## src/rtl/gpio_cfg_pkg.sv

```systemverilog
// Shared types and constants for the GPIO serial config chain.
// Field offsets match the gpio control block's config word layout.
package gpio_cfg_pkg;

  localparam int NUM_IO_DEF   = 38;
  localparam int CFG_BITS_DEF = 13;

  typedef enum logic [2:0] {
    S_IDLE,
    S_ADDR,
    S_DATA,
    S_SHIFT,
    S_LOAD
  } state_e;

  localparam int CFG_MGMT_EN    = 0;
  localparam int CFG_OUT_DIS    = 1;
  localparam int CFG_HOLD_OVR   = 2;
  localparam int CFG_INP_DIS    = 3;
  localparam int CFG_MODE_SEL   = 4;
  localparam int CFG_ANA_EN     = 5;
  localparam int CFG_ANA_SEL    = 6;
  localparam int CFG_ANA_POL    = 7;
  localparam int CFG_SLOW       = 8;
  localparam int CFG_VTRIP_SEL  = 9;
  localparam int CFG_DM_LSB     = 10;
  localparam int CFG_DM_W       = 3;

endpackage

```

## src/rtl/gpio_serial_cfg_sequencer_if.sv

```systemverilog
// Control / register-file / chain signals of the config sequencer.
// master drives requests and read data; slave is the sequencer.
interface gpio_serial_cfg_sequencer_if #(
  parameter int NUM_IO   = 38,
  parameter int CFG_BITS = 13
);
  localparam int AW = (NUM_IO > 1) ? $clog2(NUM_IO) : 1;

  logic                start;
  logic                abort;
  logic                busy;
  logic                done;
  logic [AW-1:0]       cfg_addr;
  logic [CFG_BITS-1:0] cfg_data;
  logic                serial_clock;
  logic                serial_data_out;
  logic                serial_load;

  modport master (
    output start, abort, cfg_data,
    input  busy, done, cfg_addr,
    input  serial_clock, serial_data_out,
    input  serial_load
  );

  modport slave (
    input  start, abort, cfg_data,
    output busy, done, cfg_addr,
    output serial_clock, serial_data_out,
    output serial_load
  );

endinterface

```

## src/rtl/gpio_cfg_tick_gen.sv

```systemverilog
// Phase divider: one-cycle tick every CLK_DIV enabled cycles.
// Reloads on restart and on each tick so phases start aligned.
module gpio_cfg_tick_gen #(
  parameter int CLK_DIV = 4
) (
  input  logic i_clk,
  input  logic i_rst_n,
  input  logic i_en,
  input  logic i_restart,
  output logic o_tick
);
  localparam int CW = $clog2(CLK_DIV + 1);
  localparam logic [CW-1:0] RELOAD = CW'(CLK_DIV - 1);

  logic [CW-1:0] r_cnt;

  assign o_tick = i_en && !i_restart && (r_cnt == '0);

  always_ff @(posedge i_clk or negedge i_rst_n) begin
    if (!i_rst_n) begin
      r_cnt <= RELOAD;
    end else if (i_restart || o_tick) begin
      r_cnt <= RELOAD;
    end else if (i_en) begin
      r_cnt <= r_cnt - 1'b1;
    end
  end

endmodule

```

## src/rtl/gpio_serial_cfg_sequencer.sv

```systemverilog
// Fetches one config word per pad and shifts the chain out,
// last pad first, MSB first, then pulses serial_load.
module gpio_serial_cfg_sequencer
  import gpio_cfg_pkg::*;
#(
  parameter int NUM_IO   = NUM_IO_DEF,
  parameter int CFG_BITS = CFG_BITS_DEF,
  parameter int CLK_DIV  = 4
) (
  input  logic                        clock,
  input  logic                        resetn,
  gpio_serial_cfg_sequencer_if.slave  bus
);
  localparam int AW = (NUM_IO > 1) ? $clog2(NUM_IO) : 1;
  localparam int BW = (CFG_BITS > 1) ? $clog2(CFG_BITS) : 1;
  localparam logic [AW-1:0] PAD_LAST = AW'(NUM_IO - 1);
  localparam logic [BW-1:0] BIT_LAST = BW'(CFG_BITS - 1);

  state_e              r_state;
  logic [AW-1:0]       r_pad;
  logic [BW-1:0]       r_bit;
  logic [CFG_BITS-1:0] r_shreg;
  logic                r_busy;
  logic                r_done;
  logic                r_sclk;
  logic                r_sdo;
  logic                r_load;
  logic                w_div_en;
  logic                w_tick;

  assign w_div_en = (r_state == S_SHIFT) || (r_state == S_LOAD);

  gpio_cfg_tick_gen #(
    .CLK_DIV (CLK_DIV)
  ) u_tick (
    .i_clk     (clock),
    .i_rst_n   (resetn),
    .i_en      (w_div_en),
    .i_restart (!w_div_en),
    .o_tick    (w_tick)
  );

  always_ff @(posedge clock or negedge resetn) begin
    if (!resetn) begin
      r_state <= S_IDLE;
      r_pad   <= '0;
      r_bit   <= '0;
      r_shreg <= '0;
      r_busy  <= 1'b0;
      r_done  <= 1'b0;
      r_sclk  <= 1'b0;
      r_sdo   <= 1'b0;
      r_load  <= 1'b0;
    end else begin
      r_done <= 1'b0;
      if (r_state != S_IDLE && bus.abort) begin
        r_state <= S_IDLE;
        r_busy  <= 1'b0;
        r_sclk  <= 1'b0;
        r_load  <= 1'b0;
      end else begin
        unique case (r_state)
          S_IDLE: begin
            if (bus.start && !bus.abort) begin
              r_state <= S_ADDR;
              r_busy  <= 1'b1;
              r_pad   <= PAD_LAST;
            end
          end
          S_ADDR: begin
            r_state <= S_DATA;
          end
          S_DATA: begin
            r_shreg <= bus.cfg_data;
            r_sdo   <= bus.cfg_data[CFG_BITS-1];
            r_bit   <= BIT_LAST;
            r_sclk  <= 1'b0;
            r_state <= S_SHIFT;
          end
          S_SHIFT: begin
            if (w_tick && !r_sclk) begin
              r_sclk <= 1'b1;
            end else if (w_tick) begin
              // falling edge: next bit goes out
              r_sclk  <= 1'b0;
              r_shreg <= r_shreg << 1;
              r_sdo   <= r_shreg[CFG_BITS-2];
              r_bit   <= r_bit - 1'b1;
              if (r_bit == '0 && r_pad == '0) begin
                r_state <= S_LOAD;
                r_load  <= 1'b1;
              end else if (r_bit == '0) begin
                r_pad   <= r_pad - 1'b1;
                r_state <= S_ADDR;
              end
            end
          end
          S_LOAD: begin
            if (w_tick) begin
              r_load  <= 1'b0;
              r_busy  <= 1'b0;
              r_done  <= 1'b1;
              r_state <= S_IDLE;
            end
          end
          default: begin
            r_state <= S_IDLE;
          end
        endcase
      end
    end
  end

  assign bus.busy            = r_busy;
  assign bus.done            = r_done;
  assign bus.cfg_addr        = r_pad;
  assign bus.serial_clock    = r_sclk;
  assign bus.serial_data_out = r_sdo;
  assign bus.serial_load     = r_load;

endmodule

```

## src/flat_wrapper.sv

```systemverilog
// flat-port wrapper written by rule: the top's interface ports become plain ports
module gpio_serial_cfg_sequencer_flat import gpio_cfg_pkg::*;
#(
  parameter int NUM_IO   = NUM_IO_DEF,
  parameter int CFG_BITS = CFG_BITS_DEF,
  parameter int CLK_DIV  = 4
)
  (clock, resetn, bus_start, bus_abort, bus_cfg_data, bus_busy, bus_done, bus_cfg_addr, bus_serial_clock, bus_serial_data_out, bus_serial_load);
  gpio_serial_cfg_sequencer_if #(.NUM_IO(NUM_IO), .CFG_BITS(CFG_BITS)) bus_i ();
  input  logic clock;
  input  logic resetn;
  input wire logic [$bits(bus_i.start)-1:0] bus_start;
  input wire logic [$bits(bus_i.abort)-1:0] bus_abort;
  input wire logic [$bits(bus_i.cfg_data)-1:0] bus_cfg_data;
  output wire logic [$bits(bus_i.busy)-1:0] bus_busy;
  output wire logic [$bits(bus_i.done)-1:0] bus_done;
  output wire logic [$bits(bus_i.cfg_addr)-1:0] bus_cfg_addr;
  output wire logic [$bits(bus_i.serial_clock)-1:0] bus_serial_clock;
  output wire logic [$bits(bus_i.serial_data_out)-1:0] bus_serial_data_out;
  output wire logic [$bits(bus_i.serial_load)-1:0] bus_serial_load;
  assign bus_i.start = bus_start;
  assign bus_i.abort = bus_abort;
  assign bus_i.cfg_data = bus_cfg_data;
  assign bus_busy = bus_i.busy;
  assign bus_done = bus_i.done;
  assign bus_cfg_addr = bus_i.cfg_addr;
  assign bus_serial_clock = bus_i.serial_clock;
  assign bus_serial_data_out = bus_i.serial_data_out;
  assign bus_serial_load = bus_i.serial_load;
  gpio_serial_cfg_sequencer #(.NUM_IO(NUM_IO), .CFG_BITS(CFG_BITS), .CLK_DIV(CLK_DIV)) u_core (.clock(clock), .resetn(resetn), .bus(bus_i));
endmodule
```

## config.mk

```make
export PLATFORM = sky130hd
export DESIGN_NAME = gpio_serial_cfg_sequencer_flat
export DESIGN_NICKNAME = d
export VERILOG_FILES = /design/src/rtl/gpio_cfg_pkg.sv /design/src/rtl/gpio_serial_cfg_sequencer_if.sv /design/src/rtl/gpio_cfg_tick_gen.sv /design/src/rtl/gpio_serial_cfg_sequencer.sv /design/src/flat_wrapper.sv
export SDC_FILE = /design/constraint.sdc
export NUM_CORES = 1
export LEC_CHECK = 0
export BUFFER_PORTS_ARGS = -buffer_cell sky130_fd_sc_hd__buf_2
export CAP_MARGIN = 25
export CORE_UTILIZATION = 55
export CTS_BUF_LIST = sky130_fd_sc_hd__clkbuf_4 sky130_fd_sc_hd__clkbuf_8 sky130_fd_sc_hd__clkbuf_16
export CTS_CLUSTER_SIZE = 25
export DETAILED_ROUTE_END_ITERATION = 7
export PLACE_DENSITY_LB_ADDON = 0.25
export SYNTH_ARGS = -nofsm -noshare
export SYNTH_HDL_FRONTEND = slang
export SYNTH_HIERARCHICAL = 1
export SYNTH_SLANG_ARGS = --single-unit
```

## constraint.sdc

```tcl
create_clock -name clock -period 3.2 [get_ports clock]
set_input_delay 0.48 -clock clock [delete_from_list [all_inputs] [get_ports clock]]
set_output_delay 0.48 -clock clock [all_outputs]
set_load 0.01 [all_outputs]
```

==> results of run 1 <==
[worst paths after layout]
kind | to | slack, ps | depth (start not counted)
setup / recovery | u_core/bus.cfg_addr[5]$_DFFE_PN0P_ | 380 | 8
hold / removal | u_core/bus.busy$_DFFE_PN0P_ | 190 | 1
setup reg to reg | u_core/bus.cfg_addr[5]$_DFFE_PN0P_ | 380 | 8
hold reg to reg | u_core/r_shreg[6]$_DFFE_PN0P_ | 490 | 2
max in group asynchronous | u_core/r_bit[0]$_DFFE_PN0P_ | 2530 | 1
min in group clock | u_core/r_shreg[0]$_DFFE_PN0P_ | 390 | 3
[cells in the final DEF, fill, tap and decap left out, drive strengths merged]
cell type  instances
nand2             26
o31ai              8
o21a               2
nand4              1
o32ai              2
a21o               6
a31oi              3
or3b               3
dfrtp             31
o22a               2
inv               14
bufinv             1
a2111o             1
nor2              12
nor3b              1
nor4b              2
nand3b             1
a211oi             1
o211ai             1
ha                 4
or4b               2
mux2i             12
nor3               6
or4                1
nor2b              1
buf               28
o22ai              1
o21ai             23
and4bb             1
a21oi              5
o2111ai            1
clkbuf             7
a22oi              1
dfstp              2
or3                3
or2                3
nand2b             1
[worst max-delay path: stages, from the launching register on]
cell and delay, ps:
sky130_fd_sc_hd__dfrtp_1 530, sky130_fd_sc_hd__or3b_1 470, sky130_fd_sc_hd__nand2_1 220, sky130_fd_sc_hd__inv_1 160, sky130_fd_sc_hd__nor2_2 300, sky130_fd_sc_hd__nand2_1 110
sky130_fd_sc_hd__or3_1 450, sky130_fd_sc_hd__or2_1 300, sky130_fd_sc_hd__o22a_1 180
[power breakdown]
group,switching [uW],internal (uW)
Sequential,125,544
Combinational,306,222
Clock,143,195
Total,573,961
[area by class of cell]
class,instances,area [um2]
multi-input combinational,137,886
tap,44,55.1
sequential,33,828
timing repair buffer,28,143
clock buffer,7,58.8
clock inverter,1,30.0
inverter,14,52.6
fill,269,1050
[routing by layer]
layer  GRT usage (%)  up-vias
li1                -      744
met1            30.3      737
met2            41.4       44
met3            7.64        9
met4            11.3        0
met5               0        -
[state kept, by name, summed over array words and instances (netlist names)]
signal	cells
u_core/r_bit	4
u_core/u_tick/r_cnt	3
u_core/r_shreg	12
u_core/bus.cfg_addr	6
u_core/r_state	3
u_core/bus.serial_data_out	1
u_core/bus.done	1
u_core/bus.busy	1
u_core/bus.serial_clock	1
u_core/bus.serial_load	1
[through the flow]
stage / utilization, % / power [uW] / hold slack (ps)
after floorplan: - / 1050 / 184
after global placement: 63.2 / 1150 / 461
after detailed placement: 63.2 / 1190 / 470
after CTS: 66.1 / 1530 / 203
after global routing: 66.2 / 1650 / 232
final: 66.2 / 1530 / 193
[repair_timing]
| item | in CTS | in global routing |
|---|---|---|
| endpoints found under the setup margin | 0 | 1 |
| hold buffers | 0 | 0 |
| gates resized for setup | 0 | 1 |
| endpoints found under the hold margin | 0 | 0 |
[cells by family (layout without fill, tap and decap cells)]
kind of cell,Yosys count,after routing,share of synthesized area [%]
AO/OA/AOI/OAI,57,57,20.8
adder cells (fa/ha/maj),4,4,2.75
buffers and inverters,24,50,5.98
flip-flops,33,33,45.5
multiplexers,12,12,6.60
AND/OR/NAND/NOR,64,64,18.4
[Yosys cell counts (2+ instances only)]
library cell / instances
sky130_fd_sc_hd__buf_4: 2
sky130_fd_sc_hd__nor3_1: 6
sky130_fd_sc_hd__ha_1: 4
sky130_fd_sc_hd__inv_1: 14
sky130_fd_sc_hd__o21ai_1: 5
sky130_fd_sc_hd__o31ai_1: 7
sky130_fd_sc_hd__a31oi_1: 3
sky130_fd_sc_hd__a21oi_1: 5
sky130_fd_sc_hd__nor2_1: 12
sky130_fd_sc_hd__buf_2: 3
sky130_fd_sc_hd__o21a_1: 2
sky130_fd_sc_hd__o21ai_0: 18
sky130_fd_sc_hd__a21o_1: 5
sky130_fd_sc_hd__or4b_1: 2
sky130_fd_sc_hd__nand2_1: 26
sky130_fd_sc_hd__or3_1: 3
sky130_fd_sc_hd__dfstp_2: 2
sky130_fd_sc_hd__or3b_1: 3
sky130_fd_sc_hd__clkbuf_1: 4
sky130_fd_sc_hd__dfrtp_1: 31
sky130_fd_sc_hd__mux2i_1: 12
sky130_fd_sc_hd__nor4b_1: 2
==> results.ini, run 1 <==
[sta]
final.min_clock_period_ps=2820
relSlewSlack_pct=46.0
finClkSkew_ps=7.65
rsz_0062_raised_after_global_routing=no
timing.fmax_ghz=0.355
tightest_slew_ps=811
timing.final.max_slew_violations=0
finalCritPeriodShare_pct=88.1
final-hold-violation-count=0
setup_tns_ps=0
final_critical_path_setup_slack_ps=382
finalSetupViolations=0

[power]
max-vdd-ir-drop_mv=0.458
power-per-cell-area_nw_per_um2=747
static-leakage-power_uw=0.00102

[floorplanning]
rows=20
die_outline_area_um2=3540
io_pins=28
die_x_um=59.5
height_of_the_die_um=59.5
initial_utilization_pct=58.7
core_region_area_um2=3100

[synthesis]
post_synth_instance_area_um2=1820
share_of_yosys_cell_area_claimed_by_the_top_area_cell_type_pct=42.6
syn-instance-count=194
synth_seq_cells=33
synth-edff-count=0
synth_seq_area_share_pct=45.5
yosys_warnings=6
synth.distinct_cells=45
postSynth.topFlopCell=sky130_fd_sc_hd__dfrtp_1
mean_post_synth_cell_area_um2=9.38
async_set_reset_flop_share_out_of_synthesis_pct=100
mappedNetlistNets=215
netlist_top_cells_area=sky130_fd_sc_hd__dfrtp_1 (43%), sky130_fd_sc_hd__mux2i_1 (6.6%), sky130_fd_sc_hd__nand2_1 (5.4%)
yosysTopAreaCell=sky130_fd_sc_hd__dfrtp_1

[final_layout]
post_route_cells_drive_above_1_share_pct=21.4
fin_nets=240
layout.cells.non_filler=264
n_antenna_cell=0
syn_to_final_growth_pct=12.8
final_design_area_no_fill_um2=2050

[placed_design]
port_buffers=27
post-place-cells=256
place_congestion=0.933
placement.setup.worst_slack_ps=281
dp_hpwl_um=2740
dpl-instance-area_um2=1960

[global_route]
grtUsageTotal_pct=25.2
grt.overflow.total=0
grt_max_degree=34
initial_antenna_violation_count=0
first_global_vias=1492
grt_first_pass_wirelength_um=6530

[drt]
topRoutingLayerUsed=met4
routed_wl_per_cell_um=14.7
per_cell_via_count_in_the_routed_design=5.81
firstDrtPassIters=4
wl_um=3890
detail_route.wirelength.met1_um=1660
route.met3.wl_um=184
via_count=1534
drt_first_iter_violations=112
antenna_violating_nets_post_route=0
routed-wl-met2_um=1990
remaining_design_rule_violation_count=0

[clock_network]
clock_tree.buffer_depth=2
cts_inserted_buffers=5
cts_tree=yes
clkTransAtPathRegs_ps=100
clkLatencyLatePin_ps=340
cts.sinks=33
cts_root_buf=sky130_fd_sc_hd__clkbuf_4
cts-htree-levels=2
cts_setup_buffers=0

[setup_path]
worst_setup_path_start_kind=flop
cp-startpoint=u_core/r_state[0]$_DFFE_PN0P_
timing.critical_path.required_ps=3430
worst-setup-path-type=reg2reg
critical_path.reg2reg.startpoint=u_core/r_state[0]$_DFFE_PN0P_
timing.critical_path.arrival_ps=3050
worst-path-max-fanout=15
critical_path.endpoint_type=flop

[min_path]
hold_path_class=in2async

[status]
status=finished clean

[job]
drv.max_cap_violation_count=0

Note: power is estimated with default switching activity, not from simulation.
==> run 2, diff against run 1 <==
- clock period: 3.2 -> 3.3 ns (I/O delays scaled with it)
==> run 2 against run 1 <==
Net effect:
- hold slack got worse by 7.7 ps
- cell area rose by 0.91%
- routed wire length fell by 3.5%
- clock skew fell by 0.84 ps
- setup slack improved by 130 ps
- critical path type unchanged
- largest power group unchanged
- highest routed layer unchanged
==> results.ini, run 2 (same netlist as run 1, synthesis figures left out) <==
[power]
total_power_uw=1530
internal_power_uw=976
static-leakage-power_uw=0.00103
clock_power_share_pct=24.8
max-vdd-ir-drop_mv=0.496
power-per-cell-area_nw_per_um2=736
power_frac_comb_pct=32.8
netSwitchingPower_uw=549
power.switching_fraction_pct=36.0
seq_power_share_pct=42.5

[setup_path]
worst-path-max-fanout=15
worst-setup-path-type=reg2reg
crit_path_cell_chain=or3b_1 -> nand2_1 -> inv_1 -> nor2_1 -> buf_4 -> a21o_1 -> o32ai_2 -> or4_1 -> o31ai_2
critical-path-top-delay-family=simple AND/OR/NAND/NOR gates
critical_path.endpoint_type=flop
timing.critical_path.required_ps=3570
timing.critical_path.arrival_ps=3060
library_cell_contributing_the_largest_single_delay_on_the_critical_path=sky130_fd_sc_hd__or4_1
critical_path_buf_inv_count=2
critPathMaxStageDelay_ps=560
path_depth=9
worst_setup_path_start_kind=flop
reg2regPathDepth=9

[clock_network]
ctsHoldBuffers=0
post_cts.resized_instances=0
cts_inserted_buffers=5
cts-htree-levels=2
clock_tree.buffer_depth=2
cts_setup_buffers=0
clkTransAtPathRegs_ps=100
cts_root_buf=sky130_fd_sc_hd__clkbuf_4
cts_tree=yes
cts.sinks=33
clkLatencyLatePin_ps=350

[floorplanning]
height_of_the_die_um=59.5
rows=20
die_x_um=59.5
core_region_area_um2=3100
die_outline_area_um2=3540
initial_utilization_pct=58.7
io_pins=28

[sta]
hold-worst-slack_ps=185
timing.final.max_slew_violations=0
setup_tns_ps=0
timing.fmax_ghz=0.359
relSlewSlack_pct=45.2
tightest_slew_ps=822
finalSetupViolations=0
rsz_0062_raised_after_global_routing=no
finClkSkew_ps=6.81
finalCritPeriodShare_pct=84.5
final-hold-violation-count=0
final.min_clock_period_ps=2790

[min_path]
hold_path_class=in2async

[global_route]
grt_first_pass_wirelength_um=6220
initial_antenna_violation_count=0
grt.overflow.total=0
grt_max_degree=34
first_global_vias=1394
grtUsageTotal_pct=23.9

[final_layout]
layout.cells.non_filler=265
n_antenna_cell=0
filler_cell_count=268
post_route_cells_drive_above_1_share_pct=21.3
regMostFlops=u_core/r_shreg
fin_nets=241
final_core_utilization_pct=66.8
area.sequential_um2=828
syn_to_final_growth_pct=13.8
multi_input_area_um2=883
final_cell_mix=sky130_fd_sc_hd__dfrtp_1 (31), sky130_fd_sc_hd__buf_2 (27), sky130_fd_sc_hd__nand2_1 (26)
largest_register_ff_count=12
layout_commonest_cell=sky130_fd_sc_hd__dfrtp_1

[drt]
wl_um=3760
remaining_design_rule_violation_count=0
routed_wl_per_cell_um=14.2
drt_first_iter_violations=84
per_cell_via_count_in_the_routed_design=5.69
firstDrtPassIters=4
via_count=1507
antenna_violating_nets_post_route=0

[placed_design]
port_buffers=27
place_congestion=0.926
dp_hpwl_um=2580
post-place-cells=257

[job]
drv.max_cap_violation_count=0

[status]
status=finished clean

[run 2: cell count changes in the layout (fill, tap and decap cells not counted), sizes merged]
cell / change
bufinv: +1
buf: +1
clkbuf: -2
clkinv: +1
[run 2: routing by layer]
metal | wire length [um] | GRT usage, %
met5 | 0 | 0
met4 | 80 | 9.63
met3 | 209 | 7.64
met2 | 1880 | 39.2
met1 | 1580 | 29.3
[run 2: final timing paths]
kind	startpoint	end	slack (ps)
min in group clock	bus_cfg_data[5]	u_core/r_shreg[5]$_DFFE_PN0P_	420
max in group asynchronous	resetn	u_core/bus.cfg_addr[1]$_DFFE_PN0P_	2650
min reg2reg	u_core/r_shreg[6]$_DFFE_PN0P_	u_core/r_shreg[6]$_DFFE_PN0P_	490
max reg2reg	u_core/r_state[0]$_DFFE_PN0P_	u_core/r_state[2]$_DFFE_PN0P_	510
max	u_core/r_state[0]$_DFFE_PN0P_	u_core/r_state[2]$_DFFE_PN0P_	510
min	resetn	u_core/u_tick/r_cnt[2]$_DFFE_PN0P_	190
[run 2: final cells by class]
type / count / share of cell area (%)
Clock inverter: 3 / 3.14
Clock buffer: 5 / 1.81
Timing Repair Buffer: 29 / 7.25
Inverter: 14 / 2.54
Sequential cell: 33 / 40.0
Multi-Input combinational cell: 137 / 42.6
Tap cell: 44 / 2.66
[run 2: worst register-to-register path, stage by stage (launching register included)]
cell and delay [ps]:
sky130_fd_sc_hd__dfrtp_1 540, sky130_fd_sc_hd__or3b_1 480, sky130_fd_sc_hd__nand2_1 230, sky130_fd_sc_hd__inv_1 150, sky130_fd_sc_hd__nor2_1 130, sky130_fd_sc_hd__buf_4 160, sky130_fd_sc_hd__a21o_1 140, sky130_fd_sc_hd__o32ai_2 110
sky130_fd_sc_hd__or4_1 560, sky130_fd_sc_hd__o31ai_2 200
[run 2: per-stage QoR]
stage               worst slack (ps)  cell area, um2
floorplan                        587            1820
global placement                 710            1970
detailed placement               587            1970
CTS                              556            2070
global route                     276            2070
finish                           511            2070
[run 2: power by group through the flow]
stage | Clock, uW | Sequential (uW) | Combinational, uW
finish | 378 | 647 | 500
global route | 399 | 671 | 571
floorplan | 0 | 621 | 396
CTS | 384 | 645 | 502
detailed placement | 0 | 652 | 495
global placement | 0 | 642 | 473
